<file path="src/rtl/maze_pkg.sv">
// Types and defaults shared by the maze solver and its path streamer.
package maze_pkg;

  localparam int DEFAULT_SIZE = 9;
  localparam int DEFAULT_N    = 4;

  typedef enum logic [1:0] {
    IDLE,
    SCAN,
    DRAIN
  } stream_state_t;

  typedef enum logic [2:0] {
    RIGHT,
    LEFT,
    DOWN,
    UP,
    NONE
  } dir_t;

endpackage

</file>
<file path="src/rtl/maze_popcount.sv">
// Combinational population count of a W-bit vector.
module maze_popcount #(
  parameter int W = 81
) (
  input  logic [W-1:0]             bits,
  output logic [$clog2(W+1)-1:0]   count
);

  localparam int CNT_W = $clog2(W+1);

  always_comb begin
    count = '0;
    for (int i = 0; i < W; i++) begin
      count = count + CNT_W'(bits[i]);
    end
  end

endmodule

</file>
<file path="src/rtl/maze_path_streamer.sv">
// Snapshots the solver's path bitmap on a done edge and streams every visited
// cell's (x,y) row-major over valid/ready, flagging the last beat.
module maze_path_streamer
  import maze_pkg::*;
#(
  parameter int size = DEFAULT_SIZE,
  parameter int N    = DEFAULT_N,
  parameter int CW   = 2*N
) (
  input  logic                           clk,
  input  logic                           rst,
  input  logic                           done_in,
  input  logic [size-1:0][size-1:0]      path,
  output logic                           out_valid,
  input  logic                           out_ready,
  output logic [N-1:0]                   out_x,
  output logic [N-1:0]                   out_y,
  output logic                           out_last,
  output logic [CW-1:0]                  total_cells,
  output logic                           busy,
  output logic                           complete
);

  localparam int CELLS = size*size;
  localparam int PW    = $clog2(CELLS+1);
  localparam int IW    = $clog2(CELLS);

  stream_state_t   state;
  logic            done_q;
  logic [CELLS-1:0] snap;
  logic [IW-1:0]   idx;
  logic [N-1:0]    cx, cy;
  logic [CW-1:0]   emitted;
  logic [PW-1:0]   pop;
  logic            capture, accept, stall;
  logic [CW-1:0]   emitted_acc;

  maze_popcount #(.W(CELLS)) u_pop (
    .bits  (path),
    .count (pop)
  );

  assign capture     = (state == IDLE) && done_in && !done_q;
  assign accept      = out_valid && out_ready;
  assign stall       = out_valid && !out_ready;
  assign emitted_acc = emitted + CW'(accept);

  // Snapshot is pure data and needs no reset.
  always_ff @(posedge clk) begin
    if (capture) snap <= path;
  end

  always_ff @(posedge clk or posedge rst) begin
    if (rst) begin
      state       <= IDLE;
      done_q      <= 1'b1;
      out_valid   <= 1'b0;
      out_x       <= '0;
      out_y       <= '0;
      out_last    <= 1'b0;
      total_cells <= '0;
      busy        <= 1'b0;
      complete    <= 1'b0;
      idx         <= '0;
      cx          <= '0;
      cy          <= '0;
      emitted     <= '0;
    end else begin
      done_q   <= done_in;
      complete <= 1'b0;
      case (state)
        IDLE: begin
          if (capture) begin
            total_cells <= CW'(pop);
            idx         <= '0;
            cx          <= '0;
            cy          <= '0;
            emitted     <= '0;
            if (pop == '0) begin
              complete <= 1'b1;
            end else begin
              state <= SCAN;
              busy  <= 1'b1;
            end
          end
        end
        SCAN: begin
          emitted <= emitted_acc;
          if (!stall) begin
            if (snap[idx]) begin
              out_valid <= 1'b1;
              out_x     <= cx;
              out_y     <= cy;
              out_last  <= (emitted_acc + CW'(1) == total_cells);
            end else if (accept) begin
              out_valid <= 1'b0;
              out_last  <= 1'b0;
            end
            if (idx == IW'(CELLS-1)) begin
              state <= DRAIN;
            end else begin
              idx <= idx + IW'(1);
              if (cx == N'(size-1)) begin
                cx <= '0;
                cy <= cy + N'(1);
              end else begin
                cx <= cx + N'(1);
              end
            end
          end
        end
        DRAIN: begin
          // The final beat may already have been taken while scanning trailing empty cells.
          if (!out_valid || out_ready) begin
            emitted   <= emitted_acc;
            out_valid <= 1'b0;
            out_last  <= 1'b0;
            complete  <= 1'b1;
            busy      <= 1'b0;
            state     <= IDLE;
          end
        end
        default: begin
          state <= IDLE;
          busy  <= 1'b0;
        end
      endcase
    end
  end

endmodule

</file>
<file path="config.mk">
export PLATFORM = sky130hd
export DESIGN_NAME = maze_path_streamer
export DESIGN_NICKNAME = d
export VERILOG_FILES = /design/src/rtl/maze_pkg.sv /design/src/rtl/maze_popcount.sv /design/src/rtl/maze_path_streamer.sv
export SDC_FILE = /design/constraint.sdc
export NUM_CORES = 1
export LEC_CHECK = 0
export ABC_AREA = 1
export BUFFER_PORTS_ARGS = -buffer_cell sky130_fd_sc_hd__buf_2
export CAP_MARGIN = 20
export CORE_UTILIZATION = 50
export CTS_CLUSTER_DIAMETER = 120
export CTS_CLUSTER_SIZE = 30
export DETAILED_ROUTE_END_ITERATION = 12
export PLACE_DENSITY = 0.71
export SLEW_MARGIN = 25
export SYNTH_ARGS = -nofsm -noshare
export SYNTH_HDL_FRONTEND = slang
export SYNTH_SLANG_ARGS = --single-unit
</file>
<file path="constraint.sdc">
create_clock -name clk -period 12.1 [get_ports clk]
set_input_delay 1.21 -clock clk [delete_from_list [all_inputs] [get_ports clk]]
set_output_delay 1.21 -clock clk [all_outputs]
set_load 0.01 [all_outputs]
</file>
==> results.md <==
* Via density at 5.091
* Total Routed Length at 18.52 mm
* Largest family of logic cells by synthesized area: adder cells
* Seq/Total Area, Yosys at 0.4396
* I/O pin cnt at 105
* Antenna violations before repair at 0
* Yosys Warn Count at 0
* Reg clk slew, reported paths at 0.05 ns
* Post-Route Utilization at 0.5870
* Met1 global-route usage at 0.3214
* Gr ovfl total at 0
* Skew-Pair Late Insertion Delay at 0.42 ns
* Antenna Nets Post-Route at 0
* Arr. time, crit path at 7.35 ns
* Status: completed
* Via count at 5977
* Minimum clock period at 7.009 ns
* Worst-Margin Slew at 0.8272 ns
* Number of I/O port buffers at 103
* Max Clock Skew at 0.004146 ns
* Setup TNS at 0 ns
* Fin. Hold Viols at 0
* Number of global-route vias before repair at 6018
* Core area at 15830 sq um
* Post-DP HPWL at 13.64 mm
* Hold Crit Start: out_last$_DFFE_PP0P_
* Area Overhead vs Synth at 14.72%
* Crit Path Class: in -> reg
* Final Non-Filler Cells at 1174
* Syn Area/Cell at 9.617 sq um
* Clock sink total at 126
* Mapped Cells at 842
* Clock Path Buffers at 2
* Post-DP Area at 8746 sq um
* Area of the die at 16710 sq um
* Largest net degree at the start of global routing at 88
* Postcts setup bufs at 0
* RSZ-0062 raised after global routing: false
* Antenna Cells at 0
* Global Route Usage Sum at 0.2489
* Hold_buf cts at 0
* Worst slew margin at 0.4485
* Worst Hold Class: reg -> reg
* CP required at 12.44 ns
* Flops & latches, synth at 126
* Drt pass-1 iters at 5
* Rows at 46
* XOR/XNOR share of the synthesized area at 0.007571
* Compound-gate portion of the synthesized area at 0.05547
* H-tree depth reported by CTS at 4
* Critical Path Source: path[0]
* Inst Count DP at 1143
* Fin crit share at 0.5793
* Wire per inst at 15.77 um
* First-pass GRT wire length at 30.42 mm
* Max Freq at 142.7 MHz
* Root Buffer: clkbuf_16
* Flop-to-flop setup slack at 9.16 ns
* Setup crit end kind: register
* Simple-gate share of the synthesized area at 0.1703
* Drt initial violations at 598
* Die Height at 129.3 um
* Netlist cell types at 36
* Die outline width at 129.3 um
* Maxcap violations at 0
* FF-to-FF Start: idx[1]$_DFFE_PP0P_
* Post-route cell area at 9290 sq um
* CTS buffer count at 17
* Final-report max-slew violation count at 0
* Crit-path max FO at 4
* Multiplexer share of the synthesized area at 0
* Drt drc at 0
* Synthesized area at 8098 sq um
* GRT met2 Usage at 0.4026
* Top Usage Layer GRT: met2
* Startpoint Class: primary input
* Fraction of layout instances using a drive strength above 1 at 0.1587
* Post-CTS sizing at 0
* GRT met3 Usage at 0.05904
* Syn_nets at 1026
* Post-Synth Adder-Cell Area at 0.2179
* Initial Util at 0.5116
* GPL Wtd Cong at 0.8489
* Final nets at 1130
* Setup violators final at 0
* CTS tree: built
==> worst paths after layout <==
kind / to / cells past startpoint
max: state[0]$_DFFE_PP0P_ / 25
min: out_last$_DFFE_PP0P_ / 2
max reg2reg: out_y[3]$_DFFE_PP0P_ / 11
min reg2reg: out_last$_DFFE_PP0P_ / 2
max in group asynchronous: total_cells[3]$_DFFE_PP0P_ / 2
min in group asynchronous: out_last$_DFFE_PP0P_ / 2
==> flip-flops by register name, summed over array words and instances, names as in the netlist <==
| name | count |
|---|---|
| busy | 1 |
| complete | 1 |
| cx | 4 |
| cy | 4 |
| done_q | 1 |
| emitted | 8 |
| idx | 7 |
| out_last | 1 |
| out_valid | 1 |
| out_x | 4 |
| out_y | 4 |
| snap | 81 |
| state | 2 |
| total_cells | 7 |
==> worst max-delay path, stage by stage <==
cell,delay [ns]
buf_2,0.10
ha_1,0.28
inv_1,0.06
fa_1,0.44
fa_1,0.41
inv_1,0.08
fa_1,0.46
fa_1,0.53
fa_1,0.53
fa_1,0.53
fa_1,0.55
inv_1,0.06
fa_1,0.59
inv_1,0.07
ha_1,0.30
nand3_1,0.07
nand2_1,0.08
nand2_1,0.06
nand2_1,0.04
a21oi_1,0.15
xor2_1,0.27
nand4_1,0.16
nand3_1,0.15
nand2_1,0.07
o21ai_0,0.08
==> per-layer routing <==
layer	vias up	part of all wire	routed length [um]
met5	-	0	0
met4	0	0.034	634
met3	45	0.062	1141
met2	212	0.49	9009
met1	2869	0.42	7731
li1	2851	-	-
==> layout by cell type, fill, tap and decap left out, drive strengths merged, types with 2 or more instances in the layout <==
| cell type | synthesis | routed |
|---|---|---|
| xor2 | 6 | 6 |
| clkinv | 1 | 9 |
| nand4 | 9 | 9 |
| buf | 21 | 106 |
| nand2 | 180 | 180 |
| dfrtp | 44 | 44 |
| clkbuf | 0 | 22 |
| o22ai | 7 | 7 |
| or2 | 2 | 2 |
| edfxtp | 81 | 81 |
| nor3 | 9 | 9 |
| bufinv | 0 | 2 |
| a21oi | 16 | 16 |
| o21ai | 50 | 50 |
| ha | 29 | 29 |
| nor3b | 2 | 2 |
| nor2 | 45 | 45 |
| o211ai | 5 | 5 |
| nand3 | 71 | 71 |
| fa | 70 | 70 |
| inv | 189 | 188 |
==> area by class of cell <==
class                           instances  area, sq um
Fill cell                            1352         6538
Multi-Input combinational cell        505         3662
Clock buffer                           22        444.2
Sequential cell                       126         3560
Inverter                              190        716.9
Clock inverter                          9        95.09
Timing Repair Buffer                  106        541.8
Tap cell                              216        270.3
==> per-stage QoR <==
step | hold slack (ns) | setup slack, ns
CTS | 0.4808 | 5.095
detailed placement | 0.4659 | 4.684
global route | 0.5040 | 4.692
finish | 0.4770 | 5.091
floorplan | 0.4808 | 5.142
global placement | 0.4613 | 4.743
==> kinds of logic (layout without fill, tap and decap cells) <==
group                      count (synthesis)  in the layout
xor gates and xnor gates                   7              7
DFF                                      126            126
adders and majority gates                 99             99
other                                      1              1
buffers and inverters                    211            327
and+or+nand+nor                          319            319
AOI/OAI and AO/OA                         79             79
==> cells in the mapped netlist, drive strengths merged <==
master | number | share of area
dfrtp | 44 | 0.14
nand4 | 9 | 0.0070
xnor2 | 1 | 0.0011
edfxtp | 81 | 0.30
clkinv | 1 | 0.00046
nor3b | 2 | 0.0019
nor2 | 45 | 0.023
ha | 29 | 0.045
or2 | 2 | 0.0015
o211ai | 5 | 0.0046
fa | 70 | 0.17
o22ai | 7 | 0.0054
buf | 21 | 0.020
nand3 | 71 | 0.046
nand2 | 180 | 0.085
a21oi | 16 | 0.0099
a21o | 1 | 0.00093
conb | 1 | 0.00046
o21ai | 50 | 0.035
nor3 | 9 | 0.0056
dfstp | 1 | 0.0032
xor2 | 6 | 0.0065
nand3b | 1 | 0.00093
inv | 189 | 0.088
Power is not shown: default switching activity piles up to over one toggle a cycle in this logic, so the estimate is an artifact.
